<file path="config.mk">
export PLATFORM = sky130hd
export DESIGN_NAME = rsff_bank
export DESIGN_NICKNAME = d
export VERILOG_FILES = /design/src/rtl/rsff_bank.sv
export SDC_FILE = /design/constraint.sdc
export NUM_CORES = 1
export LEC_CHECK = 0
export BUFFER_PORTS_ARGS = -buffer_cell sky130_fd_sc_hd__buf_4
export CAP_MARGIN = 15
export CORE_MARGIN = 2
export CORE_UTILIZATION = 40
export CTS_CLUSTER_SIZE = 10
export DETAILED_ROUTE_END_ITERATION = 12
export PLACE_DENSITY = 0.77
export SKIP_CTS_REPAIR_TIMING = 1
export SKIP_LAST_GASP = 1
export SLEW_MARGIN = 20
export SYNTH_ARGS = -nofsm -noshare
export SYNTH_HDL_FRONTEND = slang
export SYNTH_SLANG_ARGS = --single-unit
</file>
<file path="constraint.sdc">
create_clock -name clock -period 1.4 [get_ports clock]
set_clock_uncertainty 0.05 [all_clocks]
set_input_delay 0.21 -clock clock [delete_from_list [all_inputs] [get_ports clock]]
set_output_delay 0.21 -clock clock [all_outputs]
set_load 0.05 [all_outputs]
</file>
<file path="src/rtl/rsff_bank.sv">
// Bank of WIDTH independent set/reset flip-flops with parallel load, a conflict
// pulse, a sticky error flag, and a conflict counter enabled by RSFF_BANK_CONFLICT_CNT_EN.
module rsff_bank #(
    parameter int WIDTH = 8,
    parameter int MODE  = 0,
    parameter int CNT_W = 8
) (
    input  logic             clock,
    input  logic             reset,
    input  logic [WIDTH-1:0] S,
    input  logic [WIDTH-1:0] R,
    input  logic             load,
    input  logic [WIDTH-1:0] Qin,
    input  logic             clr_err,
    output logic [WIDTH-1:0] Qout,
    output logic [WIDTH-1:0] Qoutbar,
    output logic             conflict,
    output logic             err_sticky,
    output logic [CNT_W-1:0] conflict_cnt
);

    logic [WIDTH-1:0] qState;
    logic [WIDTH-1:0] qNext;
    logic             anyConflict;

    assign anyConflict = |(S & R);

    // Unrecognised MODE values fall through to the default arm and hold.
    always_comb begin
        qNext = qState;
        for (int i = 0; i < WIDTH; i++) begin
            case ({S[i], R[i]})
                2'b00: qNext[i] = load ? Qin[i] : qState[i];
                2'b01: qNext[i] = 1'b0;
                2'b10: qNext[i] = 1'b1;
                default: begin
                    case (MODE)
                        1:       qNext[i] = 1'b1;
                        2:       qNext[i] = 1'b0;
                        3:       qNext[i] = ~qState[i];
                        default: qNext[i] = qState[i];
                    endcase
                end
            endcase
        end
    end

    always_ff @(posedge clock or posedge reset) begin
        if (reset) begin
            qState <= '0;
        end else begin
            qState <= qNext;
        end
    end

    assign Qout    = qState;
    assign Qoutbar = ~qState;

    // A conflict in the same cycle as clr_err leaves the sticky flag set.
    always_ff @(posedge clock or posedge reset) begin
        if (reset) begin
            conflict   <= 1'b0;
            err_sticky <= 1'b0;
        end else begin
            conflict <= anyConflict;
            if (anyConflict) begin
                err_sticky <= 1'b1;
            end else if (clr_err) begin
                err_sticky <= 1'b0;
            end
        end
    end

`ifdef RSFF_BANK_CONFLICT_CNT_EN
    logic [CNT_W-1:0] cntState;

    // Clear takes priority over a simultaneous conflict; the count never wraps.
    always_ff @(posedge clock or posedge reset) begin
        if (reset) begin
            cntState <= '0;
        end else if (clr_err) begin
            cntState <= '0;
        end else if (anyConflict && (cntState != {CNT_W{1'b1}})) begin
            cntState <= cntState + 1'b1;
        end
    end

    assign conflict_cnt = cntState;
`else
    assign conflict_cnt = '0;
`endif

endmodule

</file>
==> qor.yml, run 1 <==
multi_input_area_um2: 669
setup_viol: 0
finalPower_mw: 1.35
critPathMaxFanout: 2
cp_top_family: "flip-flops"
die_w_um: 55.4
status: "finished, final reports clean"
grt_pass1_vias: 836
rows: 18
synth_top_area_cell: "ha_1"
critPathLaunch: "Qout[0]"
cp_slowest_cell: "dfrtp_1"
dp_hpwl_mm: 1.84
criticalPathCategory: "reg -> out"
dieArea_um2: 3060
synth_top_area_share_pct: 33.2
min_period_ps: 1190
avgSynthCellArea_um2: 9.25
p_sw_share_pct: 46.2
crit_required_ps: 1140
r2r_slack_ps: 570
ys_top_cells_by_count: "28 x ha_1, 26 x inv_1, 10 x dfrtp_1"
placed_area_um2: 1400
setup.worst_path.end: "Qoutbar[0]"
yosys_warnings: 0
cts_tree: "built"
fin_tns_setup_ps: 0
crit_path_end_kind: "primary output"
crit_path_start_kind: "flip-flop"
maxSlewViolCount: 0
finalNetCount: 220
cts.path.max_buffers: 2
r2r_cells: 2
vias_per_cell: 4.55
grt_overflow: 0
p_sw_mw: 0.623
peakVddDrop_mv: 0.696
power_density_nw_per_um2: 934
combPwrFrac_pct: 54.1
vias: 878
post_drt_wl_per_cell_um: 11.3
hold_path.class: "in -> reg"
root_buffer: "clkbuf_4"
drcViolationCount: 0
nFillCells: 217
fin_area_um2: 1440
die-height_um: 55.4
yosys-top-cells-area: "ha_1 33%, dfrtp_1 24%, inv_1 9.3%"
synthArstFlopShare_pct: 100
synth_edf_count: 0
seqPwrFrac_pct: 26.5
worstPathCellList: "inv_1 > buf_4"
arrival_ps: 930
core_area_um2: 2480
grtUsageTotal_pct: 14.3
grt_setup_unrepaired: "false"
wl_mm: 2.17
pin_count: 54
max_stage_delay_ps: 390
seq_area_um2: 250
p_int_mw: 0.725
cellLeakagePower_nw: 0.845
grt_start_max_net_pins: 11
timing.final.hold_violations: 0
gp_congestion: 0.808
grt_first_pass_wirelength_mm: 3.60
htree_levels: 1
synthCells: 114
pwr-share-clk_pct: 19.3
cts_sinks: 10
final_antenna_net_count: 0
reg2reg_to: "Qout[5]"
antenna_cells: 0
r2r-start: "Qout[5]"
cts_buffers: 3
synthDistinctLibCells: 20
portBuffers: 45
cts.clk_slew.worst_paths_ps: 70
critPathBufInv: 2
pre_cts_slack_ps: 127
yosys_most_used_dff: "dfrtp_1"
fmax_ghz: 0.840
path_depth: 2
fin_ws_ps: 209
antenna_found_initial: 0
yosysMostFrequentCell: "ha_1"
start_util_pct: 42.6
finalCritPeriodShare_pct: 85.1
yosysSeqAreaShare_pct: 23.7
clkLatencyLatePin_ps: 260
layout-drive-gt1-share_pct: 35.0
drt_iter0_drc: 5
maxCapViolations: 0
ys_ff_latch: 10
syn_area_um2: 1050
area_delta_synth_final_pct: 36.8
dr.pass1.iters: 3
flip-flops by register name (all words and copies together) (netlist names):
name / flops
Qout: 8
conflict: 1
err_sticky: 1
power groups by stage:
stage                     Combinational (mW)  Clock [mW]  Sequential (mW)
after global routing                   0.776       0.279            0.364
after global placement                 0.718           0            0.361
after CTS                              0.733       0.268            0.358
after floorplan                        0.364           0            0.505
after detailed placement               0.732           0            0.362
final                                  0.730       0.260            0.358
per-layer routing:
layer	up-vias	GRT usage (%)	part of all wire (%)
li1	442	-	-
met3	2	3.28	8.1
met5	-	0	0
met1	395	19.1	45
met4	0	4.18	0.37
met2	39	23.0	46
logic make-up (layout without fill, tap and decap cells):
kind of cell	Yosys count	count (layout)	share of synthesized area [%]
AO/OA/AOI/OAI	13	13	8.66
adder cells (fa/ha/maj)	28	28	33.2
buffers and inverters	35	77	15.3
flip-flops	10	10	23.7
multiplexers	12	12	11.7
other	1	8	0.356
AND/OR/NAND/NOR	15	15	7.00
cells in the final DEF, fill, tap and decap left out:
cell,n
nand3_1,1
conb_1,8
nand2_1,4
mux2i_1,9
a21oi_1,4
inv_1,26
buf_4,45
mux2_2,3
and3b_1,1
nor2_1,3
nor3_1,3
nand2b_1,1
dlygate4sd3_1,1
ha_1,28
a21oi_2,4
o21ai_0,1
a211oi_1,3
a32oi_1,1
inv_2,1
clkbuf_8,1
nor4_1,2
dfrtp_1,10
clkbuf_4,3
worst min path at each step:
stage | start | endpoint | slack [ps] | cells past startpoint
final | clr_err | err_sticky | 180 | 3
after CTS | reset | Qout[0] | -100 | 2
after detailed placement | reset | Qout[7] | 190 | 2
after global routing | clr_err | err_sticky | 190 | 3
after floorplan | reset | Qout[0] | 0.2 | 1
after global placement | reset | Qout[7] | 180 | 2
layout make-up:
class	count	share of cell area, %
clock buffer	4	2.52
sequential	10	17.3
tap	30	2.60
timing repair buffer	46	24.1
inverter	27	7.03
multi-input combinational	76	46.4
per-stage QoR:
| step | hold slack [ps] | util [%] | instances |
|---|---|---|---|
| floorplan | 0.178 | - | 121 |
| global placement | 178 | 56.4 | 188 |
| detailed placement | 191 | 56.4 | 188 |
| CTS | -103 | 57.8 | 192 |
| global route | 192 | 58.2 | 193 |
| finish | 185 | 58.2 | 193 |
tightest hold or removal path, cell delays in order:
cell      delay [ps]
buf_4             80
nand2b_1          90
nand3_1           70
No activity file was read; power rests on OpenSTA's default activity.
==> run 2, diff against run 1 <==
--- a/config.mk
+++ b/config.mk
@@ -5,13 +5,14 @@
 export SDC_FILE = /design/constraint.sdc
 export NUM_CORES = 1
 export LEC_CHECK = 0
+export ABC_AREA = 1
 export BUFFER_PORTS_ARGS = -buffer_cell sky130_fd_sc_hd__buf_4
 export CAP_MARGIN = 15
 export CORE_MARGIN = 2
 export CORE_UTILIZATION = 40
 export CTS_CLUSTER_SIZE = 10
 export DETAILED_ROUTE_END_ITERATION = 12
-export PLACE_DENSITY = 0.77
+export PLACE_DENSITY = 0.75
 export SKIP_CTS_REPAIR_TIMING = 1
 export SKIP_LAST_GASP = 1
 export SLEW_MARGIN = 20
==> qor.yml, run 2 <==
synthCells: 172  # was 114
crit_path_start_kind: "flip-flop"  # unchanged
r2r-start: "Qout[6]"  # was Qout[5]
antenna_cells: 0  # unchanged
arrival_ps: 940  # was 930 ps
drcViolationCount: 0  # unchanged
cts_sinks: 10  # unchanged
htree_levels: 1  # unchanged
yosys_most_used_dff: "dfrtp_1"  # unchanged
fin_area_um2: 1530  # was 1440 um^2
grt_setup_unrepaired: "false"  # unchanged
die-height_um: 57.5  # was 55.4 um
post_drt_wl_per_cell_um: 8.04  # was 11.3 um
cellLeakagePower_nw: 1.02  # was 0.845 nW
crit_path_end_kind: "primary output"  # unchanged
hold_path.class: "in -> reg"  # unchanged
grt_overflow: 0  # unchanged
antenna_found_initial: 0  # unchanged
avgSynthCellArea_um2: 6.65  # was 9.25 um^2
setup_viol: 0  # unchanged
placed_area_um2: 1490  # was 1400 um^2
critPathMaxFanout: 3  # was 2
finalCritPeriodShare_pct: 85.4  # was 85.1%
timing.final.hold_violations: 0  # unchanged
cts_buffers: 3  # unchanged
largest_register_ffs: 8  # unchanged
die_w_um: 57.5  # was 55.4 um
ys_top_cells_by_count: "68 x nand2_1, 43 x inv_1, 28 x ha_1"  # was 28 x ha_1, 26 x inv_1, 10 x dfrtp_1
synthArstFlopShare_pct: 100  # unchanged
grt_start_max_net_pins: 11  # unchanged
dr.pass1.iters: 2  # was 3
yosysSeqAreaShare_pct: 21.9  # was 23.7%
r2r_slack_ps: 700  # was 570 ps
peakVddDrop_mv: 0.700  # was 0.696 mV
critPathLaunch: "Qout[3]"  # was Qout[0]
maxCapViolations: 0  # unchanged
dieArea_um2: 3300  # was 3060 um^2
synthDistinctLibCells: 10  # was 20
layout_commonest_cell: "nand2_1"  # was buf_4
finalPower_mw: 1.35  # about the same
drt_iter0_drc: 13  # was 5
pin_count: 54  # unchanged
gp_congestion: 0.814  # was 0.808
status: "finished, final reports clean"  # unchanged
cp_slowest_cell: "dfrtp_1"  # unchanged
cts_tree: "built"  # unchanged
wl_mm: 2.03  # was 2.17 mm
finalNetCount: 278  # was 220
portBuffers: 45  # unchanged
power_density_nw_per_um2: 882  # was 934 nW/um^2
vias_per_cell: 4.15  # was 4.55
cts.clk_slew.worst_paths_ps: 70  # about the same
vias: 1046  # was 878
synth_edf_count: 0  # unchanged
root_buffer: "clkbuf_4"  # unchanged
min_period_ps: 1200  # was 1190 ps
area_delta_synth_final_pct: 34.0  # was 36.8%
crit_required_ps: 1140  # about the same
rows: 19  # was 18
synth_top_area_cell: "ha_1"  # unchanged
layout-drive-gt1-share_pct: 22.6  # was 35.0%
fmax_ghz: 0.836  # was 0.840 GHz
synth_top_area_share_pct: 30.6  # was 33.2%
fin_tns_setup_ps: 0  # unchanged
core_area_um2: 2730  # was 2480 um^2
whs_ps: 136  # was 185 ps
worstPathCellList: "inv_1 > buf_4"  # unchanged
dp_hpwl_mm: 1.79  # was 1.84 mm
layout_common_cells: "68 x nand2_1, 45 x buf_4, 43 x inv_1"  # was 45 x buf_4, 28 x ha_1, 26 x inv_1
r2r_cells: 2  # unchanged
syn_area_um2: 1140  # was 1050 um^2
yosys_warnings: 0  # unchanged
cts.path.max_buffers: 2  # unchanged
setup.worst_path.end: "Qoutbar[3]"  # was Qoutbar[0]
reg2reg_to: "Qout[6]"  # was Qout[5]
criticalPathCategory: "reg -> out"  # unchanged
start_util_pct: 41.8  # was 42.6%
clkLatencyLatePin_ps: 260  # about the same
finalNonFillerCells: 252  # was 193
yosys-top-cells-area: "ha_1 31%, nand2_1 22%, dfrtp_1 22%"  # was ha_1 33%, dfrtp_1 24%, inv_1 9.3%
yosysMostFrequentCell: "nand2_1"  # was ha_1
grt_first_pass_wirelength_mm: 3.46  # was 3.60 mm
ys_ff_latch: 10  # unchanged
max_stage_delay_ps: 420  # was 390 ps
grtUsageTotal_pct: 13.0  # was 14.3%
grt_pass1_vias: 914  # was 836
final_antenna_net_count: 0  # unchanged
maxSlewViolCount: 0  # unchanged
placedCellCount: 247  # was 188
==> run 2: through the flow <==
step                      setup slack [ps]  util [%]
after floorplan                        176         -
after global placement                 316      54.4
after detailed placement               319      54.4
after CTS                              198      55.7
after global routing                   153      56.1
final                                  204      56.1
==> run 2: critical path: cells and delay by family, from the launching register on <==
family | cells | cell delay, ps
flip-flops | 1 | 420
buffers and inverters | 2 | 260
==> run 2: how the worst min path moves through the flow <==
stage,start,to,depth (start not counted)
CTS,reset,Qout[4],2
global placement,reset,Qout[4],2
detailed placement,reset,Qout[4],2
finish,clr_err,err_sticky,4
global route,clr_err,err_sticky,4
floorplan,reset,Qout[0],1
==> run 2: routing by layer <==
layer / track usage (%) / vias up / wire [um]
li1: - / 573 / -
met1: 15.5 / 445 / 888
met2: 24.0 / 28 / 993
met3: 2.72 / 0 / 144
met4: 1.99 / 0 / 0
met5: 0 / - / 0
==> run 2: cell type report <==
cell class / count / area, um^2
fillers: 282 / 1200
multi-input cells: 117 / 694
repair buffers: 46 / 348
flip-flops and latches: 10 / 250
inverters: 44 / 165
well taps: 31 / 38.8
clock buffers: 4 / 36.3
==> run 2: where the power goes <==
group	internal, mW	total [mW]	switching (mW)	leakage (nW)
logic	0.228	0.723	0.496	0.875
registers	0.329	0.361	0.0327	0.120
clock network	0.158	0.267	0.109	0.0210
total	0.714	1.35	0.637	1.02
==> run 2: logic make-up after synthesis <==
kind of cell	count (synthesis)	share of synthesized area [%]
flip-flops	10	21.9
AND/OR/NAND/NOR	77	25.7
AO/OA/AOI/OAI	4	1.75
adder cells (fa/ha/maj)	28	30.6
other	1	0.328
buffers and inverters	52	19.7
